`config.mk`:
```
export PLATFORM = sky130hd
export DESIGN_NAME = rotating_sprite_engine
export DESIGN_NICKNAME = d
export VERILOG_FILES = /design/src/rtl/rotating_sprite_engine.sv
export SDC_FILE = /design/constraint.sdc
export NUM_CORES = 1
export LEC_CHECK = 0
export CORE_MARGIN = 5
export CORE_UTILIZATION = 35
export DETAILED_ROUTE_END_ITERATION = 16
export HOLD_SLACK_MARGIN = 0.03
export PLACE_DENSITY = 0.61
export RECOVER_POWER = 25
export SLEW_MARGIN = 5
export SYNTH_ARGS = -nofsm -noshare
export SYNTH_HDL_FRONTEND = slang
export SYNTH_SLANG_ARGS = --single-unit
export TNS_END_PERCENT = 100
```
`constraint.sdc`:
```
create_clock -name clk -period 18 [get_ports clk]
set_input_delay 3.6 -clock clk [delete_from_list [all_inputs] [get_ports clk]]
set_output_delay 3.6 -clock clk [all_outputs]
set_load 0.02 [all_outputs]
```
`src/rtl/rotating_sprite_engine.sv`:
```
// rotating_sprite_engine: NSPRITES-channel rotating sprite line engine.
// Fetches next-line sprite rows from a shared combinational bitmap ROM during
// hblank, double-buffers them and draws them on the following line.
// Ports: clk/reset (async, active-high), hpos/vpos from hvsync_generator,
// per-channel sprite_en/x/y/rot, rom_addr/rom_bits ROM port, registered
// per-channel gfx, sticky collide and late flags, busy while fetching.
module rotating_sprite_engine #(
  parameter int NSPRITES   = 4,
  parameter int SPR_W      = 16,
  parameter int SPR_H      = 16,
  parameter int FETCH_HPOS = 256,
  parameter int ROM_AW     = 3 + $clog2(SPR_H) + $clog2(SPR_W / 8)
) (
  input  logic                  clk,
  input  logic                  reset,
  input  logic [8:0]            hpos,
  input  logic [8:0]            vpos,
  input  logic [NSPRITES-1:0]   sprite_en,
  input  logic [8*NSPRITES-1:0] sprite_x,
  input  logic [8*NSPRITES-1:0] sprite_y,
  input  logic [4*NSPRITES-1:0] sprite_rot,
  output logic [ROM_AW-1:0]     rom_addr,
  input  logic [7:0]            rom_bits,
  output logic [NSPRITES-1:0]   gfx,
  output logic [NSPRITES-1:0]   collide,
  output logic                  late,
  output logic                  busy
);

  localparam int BYTES = SPR_W / 8;
  localparam int RW    = $clog2(SPR_H);
  localparam int BW    = (BYTES > 1) ? $clog2(BYTES) : 1;
  localparam int IW    = (NSPRITES > 1) ? $clog2(NSPRITES) : 1;
  localparam int CW    = $clog2(SPR_W);

  typedef enum logic [1:0] {IDLE, CHECK, SETUP, FETCH} state_t;

  state_t                            state_q, state_d;
  logic [IW-1:0]                     idx_q, idx_d;
  logic [BW-1:0]                     b_q, b_d;
  logic [RW-1:0]                     row_q, row_d;
  logic [2:0]                        bitmap_q, bitmap_d;
  logic                              hmir_q, hmir_d;
  logic [ROM_AW-1:0]                 rom_addr_q, rom_addr_d;
  logic [NSPRITES-1:0][SPR_W-1:0]    pending_q, pending_d;
  logic [NSPRITES-1:0]               pending_valid_q, pending_valid_d;
  logic [NSPRITES-1:0][7:0]          pending_x_q, pending_x_d;
  logic [NSPRITES-1:0]               pending_hm_q, pending_hm_d;
  logic [NSPRITES-1:0][SPR_W-1:0]    active_q, active_d;
  logic [NSPRITES-1:0][7:0]          active_x_q, active_x_d;
  logic [NSPRITES-1:0]               active_hm_q, active_hm_d;
  logic [NSPRITES-1:0]               armed_q, armed_d;
  logic [NSPRITES-1:0]               drawing_q, drawing_d;
  logic [NSPRITES-1:0][CW-1:0]       cnt_q, cnt_d;
  logic [NSPRITES-1:0]               gfx_q, gfx_d;
  logic [NSPRITES-1:0]               collide_q, collide_d;
  logic                              late_q, late_d;

  logic [NSPRITES-1:0][7:0]          x_arr, y_arr;
  logic [NSPRITES-1:0][3:0]          rot_arr;
  logic                              line_start, frame_clr, late_set, adv;
  logic [8:0]                        vnext, diff;
  logic [3:0]                        cur_rot;
  logic [2:0]                        chk_bm;
  logic                              chk_vm, chk_hm, hit;

  assign line_start = (hpos == 9'd0);
  assign frame_clr  = line_start && (vpos == 9'd0);

  assign rom_addr = rom_addr_q;
  assign gfx      = gfx_q;
  assign collide  = collide_q;
  assign late     = late_q;
  assign busy     = (state_q != IDLE);

  function automatic logic pix(input logic [SPR_W-1:0] r, input logic hm,
                               input logic [CW-1:0] k);
    pix = hm ? r[CW'(SPR_W - 1) - k] : r[k];
  endfunction

  always_comb begin
    for (int unsigned i = 0; i < NSPRITES; i++) begin
      x_arr[i]   = sprite_x[8*i +: 8];
      y_arr[i]   = sprite_y[8*i +: 8];
      rot_arr[i] = sprite_rot[4*i +: 4];
    end
  end

  // Rotation: four base bitmaps per quadrant, odd quadrants walk the bitmaps
  // backwards and the quadrant picks the mirror combination.
  always_comb begin
    cur_rot = rot_arr[idx_q];
    vnext   = vpos + 9'd1;
    diff    = vnext - {1'b0, y_arr[idx_q]};
    hit     = sprite_en[idx_q] && (diff < 9'(SPR_H));
    chk_bm  = {1'b0, cur_rot[1:0]};
    chk_vm  = 1'b0;
    chk_hm  = 1'b0;
    case (cur_rot[3:2])
      2'd0: begin chk_bm = {1'b0, cur_rot[1:0]}; end
      2'd1: begin chk_bm = 3'd0 - cur_rot[2:0]; chk_vm = 1'b1; end
      2'd2: begin chk_bm = {1'b0, cur_rot[1:0]}; chk_vm = 1'b1; chk_hm = 1'b1; end
      default: begin chk_bm = 3'd0 - cur_rot[2:0]; chk_hm = 1'b1; end
    endcase
  end

  always_comb begin
    state_d         = state_q;
    idx_d           = idx_q;
    b_d             = b_q;
    row_d           = row_q;
    bitmap_d        = bitmap_q;
    hmir_d          = hmir_q;
    rom_addr_d      = rom_addr_q;
    pending_d       = pending_q;
    pending_valid_d = pending_valid_q;
    pending_x_d     = pending_x_q;
    pending_hm_d    = pending_hm_q;
    late_set        = 1'b0;
    adv             = 1'b0;
    case (state_q)
      IDLE: begin
        if (hpos == 9'(FETCH_HPOS)) begin
          pending_valid_d = '0;
          idx_d           = '0;
          state_d         = CHECK;
        end
      end
      CHECK: begin
        if (hit) begin
          row_d    = chk_vm ? ~diff[RW-1:0] : diff[RW-1:0];
          bitmap_d = chk_bm;
          hmir_d   = chk_hm;
          b_d      = '0;
          state_d  = SETUP;
        end else begin
          adv = 1'b1;
        end
      end
      SETUP: begin
        rom_addr_d = {bitmap_q, row_q, b_q};
        state_d    = FETCH;
      end
      default: begin
        pending_d[idx_q][8*b_q +: 8] = rom_bits;
        if (b_q == BW'(BYTES - 1)) begin
          pending_valid_d[idx_q] = 1'b1;
          pending_x_d[idx_q]     = x_arr[idx_q];
          pending_hm_d[idx_q]    = hmir_q;
          adv                    = 1'b1;
        end else begin
          b_d     = b_q + 1'b1;
          state_d = SETUP;
        end
      end
    endcase
    if (adv) begin
      if (idx_q == IW'(NSPRITES - 1)) begin
        state_d = IDLE;
      end else begin
        idx_d   = idx_q + 1'b1;
        state_d = CHECK;
      end
    end
    // Line start aborts any fetch; the channel being fetched keeps its cleared
    // valid bit so a partial row is never armed.
    if (line_start) begin
      late_set        = (state_q != IDLE);
      state_d         = IDLE;
      pending_valid_d = pending_valid_q;
    end
  end

  // A sprite at x = 0 has to start in the transfer cycle itself, so it is
  // drawn straight from the pending buffer.
  always_comb begin
    active_d    = active_q;
    active_x_d  = active_x_q;
    active_hm_d = active_hm_q;
    armed_d     = armed_q;
    drawing_d   = drawing_q;
    cnt_d       = cnt_q;
    gfx_d       = '0;
    for (int unsigned i = 0; i < NSPRITES; i++) begin
      if (line_start) begin
        active_d[i]    = pending_q[i];
        active_x_d[i]  = pending_x_q[i];
        active_hm_d[i] = pending_hm_q[i];
        armed_d[i]     = pending_valid_q[i];
        drawing_d[i]   = 1'b0;
        cnt_d[i]       = '0;
        if (pending_valid_q[i] && (pending_x_q[i] == 8'd0)) begin
          gfx_d[i]     = pix(pending_q[i], pending_hm_q[i], '0);
          armed_d[i]   = 1'b0;
          drawing_d[i] = 1'b1;
          cnt_d[i]     = CW'(1);
        end
      end else if (drawing_q[i]) begin
        gfx_d[i] = pix(active_q[i], active_hm_q[i], cnt_q[i]);
        cnt_d[i] = cnt_q[i] + 1'b1;
        if (cnt_q[i] == CW'(SPR_W - 1)) begin
          drawing_d[i] = 1'b0;
        end
      end else if (armed_q[i] && (hpos == {1'b0, active_x_q[i]})) begin
        gfx_d[i]     = pix(active_q[i], active_hm_q[i], '0);
        armed_d[i]   = 1'b0;
        drawing_d[i] = 1'b1;
        cnt_d[i]     = CW'(1);
      end
    end
  end

  always_comb begin
    collide_d = frame_clr ? '0 : collide_q;
    for (int unsigned i = 0; i < NSPRITES; i++) begin
      if (gfx_q[i] && |(gfx_q & ~(NSPRITES'(1) << i))) begin
        collide_d[i] = 1'b1;
      end
    end
    late_d = (frame_clr ? 1'b0 : late_q) | late_set;
  end

  always_ff @(posedge clk or posedge reset) begin
    if (reset) begin
      state_q         <= IDLE;
      idx_q           <= '0;
      b_q             <= '0;
      row_q           <= '0;
      bitmap_q        <= '0;
      hmir_q          <= 1'b0;
      rom_addr_q      <= '0;
      pending_q       <= '0;
      pending_valid_q <= '0;
      pending_x_q     <= '0;
      pending_hm_q    <= '0;
      active_q        <= '0;
      active_x_q      <= '0;
      active_hm_q     <= '0;
      armed_q         <= '0;
      drawing_q       <= '0;
      cnt_q           <= '0;
      gfx_q           <= '0;
      collide_q       <= '0;
      late_q          <= 1'b0;
    end else begin
      state_q         <= state_d;
      idx_q           <= idx_d;
      b_q             <= b_d;
      row_q           <= row_d;
      bitmap_q        <= bitmap_d;
      hmir_q          <= hmir_d;
      rom_addr_q      <= rom_addr_d;
      pending_q       <= pending_d;
      pending_valid_q <= pending_valid_d;
      pending_x_q     <= pending_x_d;
      pending_hm_q    <= pending_hm_d;
      active_q        <= active_d;
      active_x_q      <= active_x_d;
      active_hm_q     <= active_hm_d;
      armed_q         <= armed_d;
      drawing_q       <= drawing_d;
      cnt_q           <= cnt_d;
      gfx_q           <= gfx_d;
      collide_q       <= collide_d;
      late_q          <= late_d;
    end
  end

endmodule

```
==> results.json <==
{
  "status": "complete, but fails checks",
  "violations": "max-capacitance violations, max-slew violations",
  "ys_ff_latch": 258,
  "drv_cap": 1,
  "yosys-mux-area-fraction_pct": 20.0,
  "postRouteAntennaNets": 0,
  "hold_buffers": 0,
  "yosysWarningCount": 0,
  "routedWlPerCell_um": 17.7,
  "cp_num_buf_inv": 4,
  "num_vias": 9327,
  "antenna_found_initial": 0,
  "endpoint_kind": "asynchronous set/reset pin",
  "ff2ff_path_depth": 12,
  "min_to": "active_q[23]",
  "synth_edf_count": 0,
  "drt-initial-drc-count": 561,
  "grt_max_degree": 124,
  "finalCritPeriodShare_pct": 48.6,
  "core_area_sq_mm": 0.0367,
  "cpMostUsedCell": "buf_4",
  "wl_um": 31800,
  "final_max_slew_viol_count": 124,
  "rr_startpoint": "idx_q[0]",
  "synthAdderAreaFrac_pct": 3.13,
  "antenna_cells": 0,
  "hold_class": "flop to flop",
  "leakagePower_nw": 6.91,
  "synthCells": 1205,
  "p_per_area_mw_per_mm2": 128,
  "cts.sink_count": 258,
  "dieHeight_um": 203,
  "met2_usage_pct": 25.1,
  "fin_nets": 1453,
  "grt_overflow": 0,
  "drt-vias-per-instance": 5.20,
  "area_growth_pct": 19.0,
  "synth_compound_area_share_pct": 6.07,
  "grt_setup_unrepaired": "false",
  "cts_tree": "yes",
  "worstPathMaxFanout": 123,
  "async_flop_share_pct": 100,
  "synth-xor-area-share_pct": 2.83,
  "worstSkewPairLatency_ns": 0.54,
  "gr-max-usage-layer": "met2",
  "ys.flop_type": "dfrtp_1",
  "path_cells": "dlygate4sd3_1, clkinvlp_2, buf_4, buf_4",
  "relSlewSlack_pct": -274,
  "die_w_um": 203,
  "first_global_vias": 9585,
  "layout_commonest_cell": "nand2_1",
  "period_minus_slack_ns": 8.75,
  "yosys.area_share.simple_pct": 15.5,
  "layout-drive-gt1-share_pct": 15.5,
  "gp_congestion": 0.833,
  "yosysUniqueCellTypes": 56,
  "htreeDepth": 1,
  "cts_setup_buffers": 0,
  "worstMarginPinSlew_ns": 5.58,
  "clock_skew_ns": 0.0176,
  "crit_slowest_cell": "clkinvlp_2",
  "place_hpwl_um": 22500,
  "syn_area_per_cell_sq_um": 10.8,
  "grtUsageTotal_pct": 15.3,
  "finalHoldViolations": 0,
  "whs_path_depth": 2,
  "start_util_pct": 35.6,
  "numPortBuffers": 129,
  "drc_errors": 0,
  "pre_cts_ws_ns": 10.59,
  "cts_resized": 0,
  "dieArea_sq_mm": 0.0412,
  "cts.path.max_buffers": 3,
  "crit_path_start_kind": "input pin",
  "reg2reg_to": "idx_q[0]",
  "tns_ns": 0,
  "max_freq_mhz": 114,
  "min_from": "pending_q[23]",
  "worstPathArrival_ns": 9.31,
  "fin_area_sq_mm": 0.0155,
  "synth_area_sq_mm": 0.0130,
  "finalSetupViolations": 0,
  "power.total_mw": 1.98,
  "ioPinCount": 130,
  "final_cell_mix": "nand2_1 (354), dfrtp_1 (258), clkdlybuf4s50_1 (117)",
  "syn-num-nets": 1349,
  "cts_buffers": 29,
  "use_met1_pct": 21.3,
  "critPathRequiredTime_ns": 18.56,
  "rows": 70,
  "grt_pass1_wl_um": 51900,
  "root_buffer": "clkbuf_16",
  "ir_drop_mv": 0.0655,
  "synth_top_family_by_area": "multiplexers",
  "cpLargestDelayFamily": "buffers and inverters",
  "dpl_cell_area_sq_mm": 0.0147,
  "clkSlewWorstSetupHoldPaths_ns": 0.06,
  "seq_area_frac_synth_pct": 49.5,
  "r2r_setup_slack_ns": 13.23,
  "timing.hold.ws_ns": 0.454,
  "setup_slack_ns": 9.25,
  "critPathMaxStageDelay_ns": 3.08,
  "worstSetupPathType": "input pin to asynchronous set/reset pin",
  "gr-usage-met3_pct": 3.05,
  "dr.pass1.iters": 5
}
-- metal layers --
layer,wire length [um],vias up
li1,-,4401
met1,14600,4689
met2,15000,195
met3,1620,42
met4,522,0
met5,0,-
-- through the flow --
stage | utilization [%] | cells
6_report | 42.3 | 1793
5_1_grt | 42.3 | 1793
4_1_cts | 42.3 | 1793
3_5_place_dp | 40.1 | 1746
3_3_place_gp | 40.1 | 1746
2_1_floorplan | - | 1205
-- cell usage after synthesis, types with 2 or more instances --
library cell / number / area share, %
mux2i_1: 42 / 3.2
o21bai_1: 2 / 0.12
or2_2: 3 / 0.14
a211oi_2: 2 / 0.19
a2bb2oi_1: 4 / 0.27
a22o_1: 4 / 0.27
and3_1: 5 / 0.24
nor4_1: 3 / 0.14
or3_1: 4 / 0.19
ha_1: 31 / 3.0
mux4_1: 6 / 1.2
nand3_1: 28 / 1.1
a21oi_1: 14 / 0.54
o21ai_0: 48 / 1.8
o22ai_1: 9 / 0.43
nand2_1: 354 / 10
nor3_1: 11 / 0.42
o31ai_1: 6 / 0.35
buf_2: 10 / 0.38
nor2_1: 16 / 0.46
o211ai_1: 3 / 0.17
nand2b_1: 4 / 0.19
mux2_4: 8 / 0.92
nand4_1: 10 / 0.48
o221ai_1: 17 / 1.1
dfrtp_1: 258 / 49
xor2_1: 4 / 0.27
nand3b_1: 9 / 0.52
mux2_2: 108 / 9.3
clkbuf_1: 44 / 1.3
xnor2_1: 35 / 2.3
mux4_2: 31 / 5.4
or4_1: 9 / 0.52
buf_6: 2 / 0.17
buf_1: 6 / 0.17
or2b_2: 2 / 0.13
a211oi_1: 4 / 0.23
inv_1: 31 / 0.89
-- how the worst max path moves through the flow --
stage | to | cells past startpoint | startpoint
5_1_grt | active_q[51] | 4 | reset
6_report | pending_q[58] | 4 | reset
3_3_place_gp | hmir_q | 13 | sprite_y[1]
3_5_place_dp | idx_q[1] | 13 | sprite_y[1]
4_1_cts | row_q[1] | 13 | sprite_y[1]
2_1_floorplan | active_hm_q[0] | 1 | reset
-- power by group --
part,switching (mW),internal [mW],total [mW],leakage (nW)
Sequential,0.121,0.723,0.844,3.28
Clock,0.223,0.299,0.522,0.389
Combinational,0.283,0.331,0.614,3.24
-- worst min-delay path, cell delays in order (launching register included) --
cell	delay, ns
dfrtp_1	0.34
nand2_1	0.05
nand2_1	0.05
-- flip-flops by register name, indices dropped and copies added, names as in the netlist --
signal           count
active_hm_q          4
drawing_q            4
pending_x_q         32
pending_q           64
rom_addr             8
active_x_q          32
row_q                4
late                 1
idx_q                2
b_q                  1
bitmap_q             3
hmir_q               1
gfx                  4
cnt_q               16
pending_hm_q         4
pending_valid_q      4
armed_q              4
active_q            64
collide              4
state_q              2
-- cells by family after synthesis --
group | Yosys count
buffers and inverters | 94
muxes | 195
adders and majority gates | 32
xor gates and xnor gates | 40
AOI/OAI and AO/OA | 119
and+or+nand+nor | 467
DFF | 258
-- final cells by class --
class,count,area [sq um]
Tap cell,468,586
Clock buffer,43,788
Timing Repair Buffer,136,1340
Fill cell,3473,21200
Clock inverter,4,28.8
Multi-Input combinational cell,853,6210
Sequential cell,258,6460
Inverter,31,118
(Power assumes the default switching activity.)
